**src/rtl/pong_paddle_ctrl.sv**
```systemverilog
// Paddle vertical position source for one pong player: merges a signed analog
// stick with up/down buttons that accelerate the longer they are held.
module pong_paddle_ctrl #(
    parameter logic [7:0] CENTER       = 8'h80,
    parameter logic [7:0] POS_MIN      = 8'd0,
    parameter logic [7:0] POS_MAX      = 8'd255,
    parameter logic [7:0] DEADZONE     = 8'd8,
    parameter int         ACCEL_FRAMES = 4,
    parameter int         MAX_SPEED    = 6
) (
    input  logic       clk_sys,
    input  logic       reset_n,
    input  logic       vblank,
    input  logic       btn_up,
    input  logic       btn_down,
    input  logic [7:0] analog_y,
    output logic [7:0] vpos,
    output logic       analog_mode,
    output logic       moving
);

    typedef enum logic [1:0] {IDLE, UP, DN} state_t;

    state_t     state;
    state_t     dig_state;
    logic       vblank_q;
    logic       tick;
    logic [7:0] speed;
    logic [7:0] hold;

    logic signed [8:0] ana_s;
    logic        [8:0] ana_mag;
    logic signed [9:0] ana_pos;
    logic              any_btn;
    logic              mode_nxt;

    logic              dir_up;
    logic              dir_dn;
    logic        [7:0] spd_use;
    logic        [7:0] hold_base;
    logic signed [9:0] dig_sum;
    logic        [7:0] vpos_dig;
    logic        [7:0] speed_nxt;
    logic        [7:0] hold_nxt;

    // Wide signed intermediate keeps a 0->255 excursion from wrapping.
    function automatic logic [7:0] clamp_pos(input logic signed [9:0] v);
        if (v < $signed({2'b00, POS_MIN}))
            return POS_MIN;
        else if (v > $signed({2'b00, POS_MAX}))
            return POS_MAX;
        else
            return v[7:0];
    endfunction

    assign tick    = vblank & ~vblank_q;
    assign ana_s   = {analog_y[7], analog_y};
    assign ana_mag = ana_s[8] ? $unsigned(-ana_s) : $unsigned(ana_s);
    assign ana_pos = $signed({ana_s[8], ana_s}) + 10'sd128;
    assign any_btn = btn_up | btn_down;

    // Buttons always win; a stick drifting back into the deadzone keeps the mode.
    assign mode_nxt = ~any_btn & ((ana_mag > {1'b0, DEADZONE}) | analog_mode);

    always_comb begin
        dir_up    = btn_up & ~btn_down;
        dir_dn    = btn_down & ~btn_up;
        dig_state = dir_up ? UP : (dir_dn ? DN : IDLE);
        // Entering a direction (from IDLE or by reversal) restarts at step 1.
        spd_use   = (state == dig_state) ? speed : 8'd1;
        hold_base = (state == dig_state) ? hold  : 8'd0;
        if (dig_state == UP)
            dig_sum = $signed({2'b00, vpos}) - $signed({2'b00, spd_use});
        else
            dig_sum = $signed({2'b00, vpos}) + $signed({2'b00, spd_use});
        vpos_dig  = (dig_state == IDLE) ? vpos : clamp_pos(dig_sum);
        speed_nxt = spd_use;
        hold_nxt  = hold_base + 8'd1;
        if (dig_state == IDLE) begin
            speed_nxt = 8'd1;
            hold_nxt  = 8'd0;
        end else if (hold_base == 8'(ACCEL_FRAMES - 1)) begin
            hold_nxt  = 8'd0;
            speed_nxt = (spd_use >= 8'(MAX_SPEED)) ? 8'(MAX_SPEED) : spd_use + 8'd1;
        end
    end

    always_ff @(posedge clk_sys or negedge reset_n) begin
        if (!reset_n) begin
            vpos        <= CENTER;
            analog_mode <= 1'b0;
            moving      <= 1'b0;
            state       <= IDLE;
            speed       <= 8'd1;
            hold        <= 8'd0;
            vblank_q    <= 1'b0;
        end else begin
            vblank_q    <= vblank;
            analog_mode <= mode_nxt;
            if (mode_nxt) begin
                vpos   <= clamp_pos(ana_pos);
                state  <= IDLE;
                speed  <= 8'd1;
                hold   <= 8'd0;
                moving <= 1'b0;
            end else if (tick) begin
                vpos   <= vpos_dig;
                state  <= dig_state;
                speed  <= speed_nxt;
                hold   <= hold_nxt;
                moving <= (dig_state != IDLE);
            end
        end
    end

endmodule

```
**config.mk**
```make
export PLATFORM = sky130hd
export DESIGN_NAME = pong_paddle_ctrl
export DESIGN_NICKNAME = d
export VERILOG_FILES = /design/src/rtl/pong_paddle_ctrl.sv
export SDC_FILE = /design/constraint.sdc
export NUM_CORES = 1
export LEC_CHECK = 0
export ABC_AREA = 0
export CELL_PAD_IN_SITES_DETAIL_PLACEMENT = 0
export CELL_PAD_IN_SITES_GLOBAL_PLACEMENT = 1
export CORE_ASPECT_RATIO = 1.1
export CORE_MARGIN = 3
export CORE_UTILIZATION = 43
export CTS_CLUSTER_SIZE = 14
export DETAILED_ROUTE_END_ITERATION = 7
export PLACE_DENSITY = 0.8
export SETUP_SLACK_MARGIN = 0.15
export SKIP_CTS_REPAIR_TIMING = 1
export SLEW_MARGIN = 20
export SYNTH_ARGS = -nofsm -noshare
export SYNTH_HDL_FRONTEND = slang
export SYNTH_SLANG_ARGS = --single-unit
```
**constraint.sdc**
```tcl
create_clock -name clk_sys -period 3.4 [get_ports clk_sys]
set_input_delay 0.34 -clock clk_sys [delete_from_list [all_inputs] [get_ports clk_sys]]
set_output_delay 0.34 -clock clk_sys [all_outputs]
set_load 0.02 [all_outputs]
```
==> metrics <==
status finished clean; grt total ovfl 0; Area growth, synth to finish 36.8%; n_diodes 0; leakage power 1.42 nW; worst slew pin tran 0.734 ns; Synth area leaders dfrtp_1, ha_1, nand2_1; Syn Inst Count 272; Max-slew headroom 51.0%; Peak Freq 327 MHz; TritonCTS clock tree built; insertion delay to the later sink of the worst-skew pair 0.28 ns; commonest cells in the netlist nand2_1, dfrtp_1, ha_1, o21ai_0, nor2_1; first-pass iteration count of the detailed router 4; Place WS -0.314 ns; final-report hold violation count 0; overall power 1.32 mW; CP required 3.62 ns; Total GRT Usage 22.5%; Root Driver clkbuf_8; Vias 2308; Worst EP arrival 3.28 ns; layout cell share with drive strength beyond 1 22.9%; CP max FO 3; worst reg2reg setup slack 0.39 ns; Worst-path clk slew 0.07 ns; I/O pin count 23; Routed Antenna Nets 0; Worst Hold Class primary input to async pin; Post-Route WL 6.53 mm; EDFF count, synth 0; vias per std cell 5.73; first-pass GRT wire length 10.5 mm; crit share post-route 90.0%; unique cell type count in the Yosys netlist 53; critical path class primary input to flip-flop; largest net degree at the start of global routing 30; TritonCTS buffer count 5; Syn Area/Cell 8.39 µm²; Post-Layout Cell Count 403; max cap viols 0; CTS Sinks 29; First DRT Iteration DRCs 67; Yosys top cell area share 29.6%; DP Wirelength 5.06 mm; core box area 5070 µm²; Final min period 3.06 ns; crit end category flip-flop; GPL Wtd Cong 0.879; setup ws final 0.341 ns; Post-Syn Area 2280 µm²; Reg2Reg Depth 10; Die X 75.4 µm; Setup Skew 0.00726 ns; die height 82.4 µm; CP Launch Type primary input; CTS Buffer Depth 2; WL/cell 16.2 µm; Rows 27; Residual DRC 0; dominant synthesized flop cell dfrtp_1; Initial Util 45.0%; IO Port Bufs 22; Die Area 6220 µm²; FF+latch count, synth 29; H-tree depth 2; max-slew violations 0; worst vdd ir 0.312 mV; ys async rst share 100%; number of global-route vias before repair 2266; Layout Nets 377; Synthesis Warnings 0; Syn Nets 305; sequential fraction of the synthesis area 31.9%; initial antenna violation count 0; most common cell in the netlist nand2_1; Power Dens Cells 422 nW/µm²; RSZ-0062 raised after global routing false; post-synth top area cell dfrtp_1; Setup violations, final 0; Inst Count DP 393; Layout fillers 465
[per-layer routing]
metal,global-route usage (%),vias up,share of wire (%)
met2,41.0,44,52
met1,26.7,1113,44
met4,5.77,0,1.4
li1,-,1140,-
met5,0,-,0
met3,4.24,11,3.1
[layout by cell type, fill, tap and decap left out, types with 5 or more instances in the layout]
master	synthesis	final
nor3_1	7	7
a21oi_1	14	14
dfrtp_1	27	27
o21ai_0	18	18
nand3_1	7	7
nor2b_1	9	8
o211ai_1	6	6
or4_1	7	7
buf_4	0	51
xnor2_1	6	6
clkbuf_8	0	6
ha_1	19	17
o31ai_1	5	5
inv_1	15	14
nand2_1	38	37
clkdlybuf4s50_1	0	20
nor2_1	16	15
nand4_1	5	5
[state kept, by name, summed over array words and instances, names as in the netlist]
register	count
analog_mode	1
hold	8
moving	1
speed	8
state	2
vblank_q	1
vpos	8
[critical path, stage by stage]
cell	delay (ns)
dlymetal6s2s_1	0.15
inv_1	0.08
ha_1	0.25
xor2_2	0.21
or3_4	0.37
ha_4	0.17
fa_2	0.39
nor2b_2	0.14
o221a_2	0.21
o22ai_2	0.09
or3_4	0.39
or4_1	0.40
nand4_1	0.09
[cell type report]
class / instances / area, µm² / area share, %
Inverter: 15 / 56.3 / 1.80
Timing Repair Buffer: 73 / 608 / 19.5
Clock inverter: 1 / 30.0 / 0.962
Multi-Input combinational cell: 220 / 1540 / 49.3
Tap cell: 58 / 72.6 / 2.33
Sequential cell: 29 / 728 / 23.3
Clock buffer: 7 / 86.3 / 2.77
[metrics by stage]
stage / setup TNS (ns) / hold slack, ns / area [µm²] / utilization (%)
after floorplan: 0 / 0.0444 / 2340 / -
after global placement: -1.09 / 0.461 / 2960 / 58.3
after detailed placement: -1.44 / 0.469 / 2960 / 58.3
after CTS: -0.0327 / 0.462 / 3070 / 60.6
after global routing: 0 / 0.492 / 3120 / 61.6
final: 0 / 0.448 / 3120 / 61.6
[cell families after synthesis]
kind of cell	share of synthesized area (%)
AND/OR/NAND/NOR	26.9
AO/OA/AOI/OAI	21.0
flip-flops	31.9
buffers and inverters	3.78
adder cells (fa/ha/maj)	11.3
XOR/XNOR	4.61
multiplexers	0.494
[worst paths after layout]
| check | start | end |
|---|---|---|
| max in group asynchronous | reset_n | speed[0] |
| worst max register to register | state[0] | vpos[6] |
| worst max-delay path | btn_up | vpos[6] |
| min in group clk_sys | moving | moving |
| worst min register to register | moving | moving |
| worst min-delay path | reset_n | vpos[3] |
[power by group]
part | switching [mW] | internal (mW) | total [mW]
logic | 0.258 | 0.266 | 0.525
clock network | 0.138 | 0.239 | 0.376
registers | 0.0407 | 0.374 | 0.415
Note: power is estimated with default switching activity, not from simulation.
